File: config.mk
export PLATFORM = sky130hd
export DESIGN_NAME = baseline_calc
export DESIGN_NICKNAME = d
export VERILOG_FILES = /design/src/rtl/baseline_calc.sv
export SDC_FILE = /design/constraint.sdc
export NUM_CORES = 1
export LEC_CHECK = 0
export ABC_AREA = 1
export BUFFER_PORTS_ARGS = -buffer_cell sky130_fd_sc_hd__buf_4
export CORE_MARGIN = 3
export CORE_UTILIZATION = 60
export CTS_CLUSTER_DIAMETER = 80
export DETAILED_ROUTE_END_ITERATION = 16
export PLACE_DENSITY_LB_ADDON = 0.08
export SYNTH_ARGS = -nofsm -noshare
export SYNTH_HDL_FRONTEND = slang
export SYNTH_SLANG_ARGS = --single-unit
File: constraint.sdc
create_clock -name AXIS_ACLK -period 4.3 [get_ports AXIS_ACLK]
set_clock_uncertainty 0.15 [all_clocks]
set_input_delay 0.215 -clock AXIS_ACLK [delete_from_list [all_inputs] [get_ports AXIS_ACLK]]
set_output_delay 0.215 -clock AXIS_ACLK [all_outputs]
set_load 0.02 [all_outputs]
File: src/rtl/baseline_calc.sv
// Trigger baseline calculator.
// After reset (or a RECALC request in DONE) it accepts 2^CALC_LEN_LOG2 stream beats, sums every
// MSB-justified signed sample through a 2-stage pipeline and publishes the floor-rounded mean
// as BASELINE together with the level flag BL_CALC_COMP.
module baseline_calc #(
    parameter int ADC_RESOLUTION_WIDTH = 12,
    parameter int S_AXIS_TDATA_WIDTH   = 128,
    parameter int CALC_LEN_LOG2        = 28
) (
    input  logic                            AXIS_ACLK,
    input  logic                            AXIS_ARESETN,
    input  logic [S_AXIS_TDATA_WIDTH-1:0]   S_AXIS_TDATA,
    input  logic                            S_AXIS_TVALID,
    output logic                            S_AXIS_TREADY,
    input  logic                            RECALC,
    output logic [ADC_RESOLUTION_WIDTH-1:0] BASELINE,
    output logic                            BL_CALC_COMP
);

    localparam int SPB      = S_AXIS_TDATA_WIDTH / 16;
    localparam int SPB_LOG2 = $clog2(SPB);
    localparam int SUM_W    = ADC_RESOLUTION_WIDTH + SPB_LOG2;
    localparam int ACC_W    = SUM_W + CALC_LEN_LOG2;
    localparam int SHIFT    = CALC_LEN_LOG2 + SPB_LOG2;
    localparam int LSB_PAD  = 16 - ADC_RESOLUTION_WIDTH;

    typedef enum logic [1:0] {StIdle, StCalc, StDrain, StDone} state_e;

    state_e                    state;
    logic [CALC_LEN_LOG2-1:0]  beat_cnt;
    logic                      drain_cnt;
    logic                      s1_valid;
    logic signed [SUM_W-1:0]   s1_sum;
    logic signed [ACC_W-1:0]   acc;
    logic signed [SUM_W-1:0]   lane_sum;
    logic signed [ACC_W-1:0]   acc_shifted;
    logic                      accept;
    logic                      unused_tdata;

    // Justification padding below each sample carries no information.
    assign unused_tdata = ^S_AXIS_TDATA;

    assign accept      = S_AXIS_TVALID && S_AXIS_TREADY && (state == StCalc);
    assign acc_shifted = acc >>> SHIFT;

    // Sign-extended sum of all samples in the current beat.
    always_comb begin
        lane_sum = '0;
        for (int j = 0; j < SPB; j++) begin
            lane_sum = lane_sum + SUM_W'(signed'(
                S_AXIS_TDATA[16*j+LSB_PAD +: ADC_RESOLUTION_WIDTH]));
        end
    end

    // Control FSM, pipeline stages and registered outputs.
    always_ff @(posedge AXIS_ACLK or negedge AXIS_ARESETN) begin
        if (!AXIS_ARESETN) begin
            state         <= StIdle;
            S_AXIS_TREADY <= 1'b0;
            BASELINE      <= '0;
            BL_CALC_COMP  <= 1'b0;
            beat_cnt      <= '0;
            drain_cnt     <= 1'b0;
            s1_valid      <= 1'b0;
            s1_sum        <= '0;
            acc           <= '0;
        end else begin
            // Stage 1 registers the beat sum, stage 2 folds it into the accumulator.
            s1_valid <= accept;
            if (accept) begin
                s1_sum <= lane_sum;
            end
            if (s1_valid) begin
                acc <= acc + ACC_W'(s1_sum);
            end

            // Clears below are placed after the stage-2 update so they take priority.
            unique case (state)
                StIdle: begin
                    state         <= StCalc;
                    S_AXIS_TREADY <= 1'b1;
                    beat_cnt      <= '0;
                    acc           <= '0;
                end
                StCalc: begin
                    if (accept) begin
                        beat_cnt <= beat_cnt + CALC_LEN_LOG2'(1);
                        if (beat_cnt == '1) begin
                            state         <= StDrain;
                            S_AXIS_TREADY <= 1'b0;
                            drain_cnt     <= 1'b0;
                        end
                    end
                end
                StDrain: begin
                    drain_cnt <= 1'b1;
                    // acc already holds the last beat's sum on the second drain cycle.
                    if (drain_cnt) begin
                        state        <= StDone;
                        BASELINE     <= acc_shifted[ADC_RESOLUTION_WIDTH-1:0];
                        BL_CALC_COMP <= 1'b1;
                    end
                end
                StDone: begin
                    if (RECALC) begin
                        state         <= StCalc;
                        S_AXIS_TREADY <= 1'b1;
                        BL_CALC_COMP  <= 1'b0;
                        beat_cnt      <= '0;
                        acc           <= '0;
                    end
                end
                default: state <= StIdle;
            endcase
        end
    end

endmodule

---- Yosys cells after proc, flatten, opt, wreduce, memory -nomap -nowiden ----
Cells that the tools add are included.
word-level totals
  flip-flop bits (word level) ............. 104
  output and inout bits ................... 14
  logic and storage cells ................. 57
operators by class
  $add $sub $neg .......................... 9
  eq/ne operators ......................... 8
  muxes and demuxes ....................... 19
  reductions and logical operators ........ 12
operators with widths
  kind                                                              number
  43-bit 2-to-1 mux                                                 2
  43-bit one-hot mux with 2 select lines                            1
  28-bit one-hot mux with 3 select lines                            1
  15-bit by 12-bit adder with 15-bit output                         4
  28-bit 2-to-1 mux                                                 2
  43-bit by 15-bit adder with 43-bit output                         1
  28-bit by 1-bit adder with 28-bit output (second input constant)  1
  28-bit == test (second input constant)                            1
  14-bit by 12-bit adder with 15-bit output                         1
  13-bit by 12-bit adder with 14-bit output                         1
  12-bit by 12-bit adder with 13-bit output                         1
  3-bit AND reduction                                               3
  2-bit 2-to-1 mux                                                  4
  2-bit one-hot mux with 4 select lines                             1
  4-bit AND reduction                                               2
  2-bit inequality test (second input constant)                     3
  1-bit 2-to-1 mux                                                  5
  2-bit == test (second input constant)                             2
  1-bit one-hot mux with 2 select lines                             2
  2-bit nonzero test                                                2
  1-bit one-hot mux with 3 select lines                             1
  3-bit nonzero test                                                1
  2-bit by 1-bit == test with 1-bit output (second input constant)  1
  1-bit logical AND                                                 2
  other kinds (3)                                                   3

---- Depth between registers and ports, before layout ----
  depth in word-level cells ............... 7
  depth in mapped cells ................... 19
  depth with buffers taken out ............ 19

---- Worst setup path after synthesis ----
OpenSTA, ideal clock, no wires.
  kind .................................... input -> register
  start ................................... in S_AXIS_TDATA[6]
  end ..................................... reg s1_sum[12]
  setup time .............................. 0.117 ns
  arrival time ............................ 3.767 ns
  slack ................................... 0.266 ns
  stages on the path ...................... 16
  buffers on the path ..................... 0
  path through ............................ fa_1 -> inv_1 -> fa_1 -> fa_1 -> fa_1 -> inv_1 -> ha_1 -> fa_1 -> nand3_1 -> nand2_1 -> a21boi_1 -> o21ai_0 -> nand3_1 -> nand3_1 -> nand3_1 -> nand2_1
between the ends
  longest elaborated chain between the ends .. 7
RTL lines
  item                                                     line  RTL
  start: declaration                                       12    input logic [S_AXIS_TDATA_WIDTH-1:0] S_AXIS_TDATA,
  12-bit by 12-bit adder with 13-bit output                50    lane_sum = lane_sum + SUM_W'(signed'(
  13-bit by 12-bit adder with 14-bit output                50
  14-bit by 12-bit adder with 15-bit output                50
  15-bit by 12-bit adder with 15-bit output (4 in series)  50
  end signal: assignment                                   71    s1_sum <= lane_sum;
  end: declaration                                         33    logic signed [SUM_W-1:0] s1_sum;
No other way between the ends.
A chain may end at the register's enable or synchronous reset.

---- Final worst setup path ----
Ends and elaborated chain as after synthesis.

==> reports/metrics.cfg <==
[run_status]
status=completed

[floorplan]
die_w_um=141
dieArea_sq_mm=0.0199
die_h_um=141
io_pins=146
num_rows=48
core_sq_mm=0.0175
initial_core_util=0.623

[yosys]
synth_cell_types=46
mappedNetlistArea_sq_mm=0.0109
yosysWarnings=0
ys_seq_area_frac=0.238
syn_nets=1877
muxShareOfSynthArea=0.00516
syn_inst=1607
synth_fa_ha_area_frac=0.210
synth_compound_area_frac=0.0837
synth_top_area_frac=0.238
synthTopCellsByArea=dfrtp_1 (24%), nand2_1 (15%), fa_1 (14%)
ys_ff_latch=104
synth_xor_area_frac=0.0217
syn_avg_cell_area_sq_um=6.80
synth_top_family_by_area=simple AND/OR/NAND/NOR gates
synthSimpleGateAreaFrac=0.293
yosysTopAreaCell=dfrtp_1

[sta]
finalCritPeriodShare=0.922
slew_headroom=0.239
hold_viol=0
period_minus_slack_ns=3.97
drv_slew=0
fmax_mhz=252
timing.hold.ws_ns=0.0841
setup_viol=0
worst_slew_pin_slew_ns=1.14
setup-tns-final_ns=0
grt_setup_unrepaired=false

[cts]
h-tree-depth=3
cts_buffers=9
clk_latency_ns=0.37
clk_path_buf_depth=2
cts.sinks=104
clkTransAtPathRegs_ns=0.07
cts_root_buffer=clkbuf_16
cts_resized=0
cts_tree=built

[drt]
drt_pass1_iterations=6
drt-vias-per-instance=5.05
vias=9846
wire_per_inst_um=12.9
drt_wl_total_mm=25.2
ant_nets=0
drt-initial-drc-count=634
route.detailed.drc=0

[power_and_ir_drop]
power.density_mw_per_mm2=764
ir_drop_v=0.000508
power_w=0.00941
leakagePower_nw=7.01

[global_routing]
antenna_found_initial=0
grt.total_usage=0.263
grt_overflow=0
first_global_vias=9449
grt_pass1_wl_mm=42.9
grt_max_degree=67

[placement]
detailed_place_hpwl_mm=20.5
io_buffers=113
gp_congestion=0.933

[setup_path]
cp-start-kind=input pin
critPathRequiredTime_ns=4.44
crit_type=in -> reg
critPathArrivalTime_ns=4.11
worst-path-max-fanout=3
cp-end-kind=flip-flop

[hold_path]
hold_class=in -> reg

[cells_and_area]
fill_cells=1530
seq_area_sq_mm=0.00260
antenna_cells=0
drive_gt1_frac=0.112
multiInputGateArea_sq_mm=0.00671
nNetsFinal=1989
syn2layout_area_growth_pct=12.8
finalCoreUtilization=0.702

[run]
maxCapViolations=0

==> layout by cell type, fill, tap and decap left out, types with 5 or more instances in the layout <==
cell       instances
nand2_1          424
inv_1            397
nor2_1           151
buf_4            120
dfrtp_1          103
nand3_1           80
fa_1              76
a21oi_1           69
ha_1              62
o21ai_0           56
nand4_1           19
xor2_1            18
nor3_1            15
o211ai_1          13
nor2_2             9
nand3_2            9
o21ai_1            9
xnor2_1            9
clkbuf_16          9
o21bai_1           7
inv_2              7
or2_2              6
nor3_2             5
mux2_2             5
==> cells by family (layout without fill, tap and decap cells) <==
logic type / count (synthesis) / in the layout
muxes: 5 / 5
DFF: 104 / 104
and+or+nand+nor: 740 / 740
buffers and inverters: 427 / 544
xor gates and xnor gates: 27 / 27
adders and majority gates: 138 / 138
AOI/OAI and AO/OA: 166 / 166
==> per-layer routing <==
layer  up-vias  wire length [um]  track usage
li1       5092                 -            -
met1      4469             11500        0.356
met2       254             11900        0.447
met3        31              1380       0.0414
met4         0               353       0.0612
met5         -                 0            0
==> cells in the mapped netlist, drive strengths merged <==
cell type	instances
clkinv	3
nand4	19
xor2	18
nand3	90
a21boi	1
inv	404
o211ai	13
o31ai	4
buf	7
a21oi	70
xnor2	9
nand3b	3
a21o	2
and2	3
or2	7
nor2	164
o2111ai	1
o21a	2
nand2	429
o21bai	7
clkbuf	13
o21ai	66
mux2	5
nor3b	3
nor3	22
fa	76
dfrtp	104
ha	62
==> critical path, stage by stage <==
cell and delay, ns:
buf_4 0.11, fa_1 0.53, inv_1 0.05, fa_1 0.50
fa_1 0.52, fa_1 0.54, inv_1 0.04, ha_1 0.22
fa_1 0.40, nand3_1 0.10, nand2_1 0.10, a21boi_1 0.21
o21ai_0 0.16, nand3_1 0.13, nand2_1 0.06, nand2_1 0.06
nand3_1 0.06, nand2_1 0.08
==> layout make-up <==
| class | instances | area share |
|---|---|---|
| Timing Repair Buffer | 121 | 0.0740 |
| Clock inverter | 6 | 0.00447 |
| Sequential cell | 104 | 0.211 |
| Clock buffer | 10 | 0.0186 |
| Multi-Input combinational cell | 1076 | 0.545 |
| Inverter | 407 | 0.124 |
| Tap cell | 225 | 0.0229 |
==> repair_timing <==
| item | CTS | global route |
|---|---|---|
| setup endpoints to repair | 0 | 0 |
| hold buffers | 1 | 0 |
| hold endpoints to repair | 21 | 0 |
| buffers inserted | 0 | 0 |
==> report_power, final <==
part / internal [W] / switching (W) / leakage [nW] / total, W
combinational: 0.00264 / 0.00436 / 5.58 / 0.00700
clock: 0.000408 / 0.000416 / 0.140 / 0.000824
sequential: 0.00131 / 0.000272 / 1.28 / 0.00158
==> stage by stage <==
| stage | std cells | setup slack, ns | instance area [sq um] |
|---|---|---|---|
| after floorplan | 1607 | 0.266 | 10900 |
| after global placement | 1932 | 0.0633 | 12000 |
| after detailed placement | 1932 | -0.00298 | 12000 |
| after CTS | 1949 | 0.328 | 12300 |
| after global routing | 1949 | 0.0960 | 12300 |
| final | 1949 | 0.334 | 12300 |
==> state kept, by name (all words and copies together), names as in the netlist <==
register / cells
state: 2
BL_CALC_COMP: 1
beat_cnt: 28
s1_sum: 15
S_AXIS_TREADY: 1
drain_cnt: 1
BASELINE: 12
acc: 43
s1_valid: 1
==> worst paths after layout <==
check,endpoint,cells past startpoint,slack (ns),start
max reg2reg,acc[42],12,1.21,s1_sum[14]
max in group asynchronous,s1_valid,3,2.97,AXIS_ARESETN
min,s1_valid,3,0.08,S_AXIS_TVALID
min reg2reg,BASELINE[8],2,0.34,BASELINE[8]
max,s1_sum[12],18,0.33,S_AXIS_TDATA[6]
min in group asynchronous,acc[5],2,0.13,AXIS_ARESETN
Power figures use the tool's default switching activity.
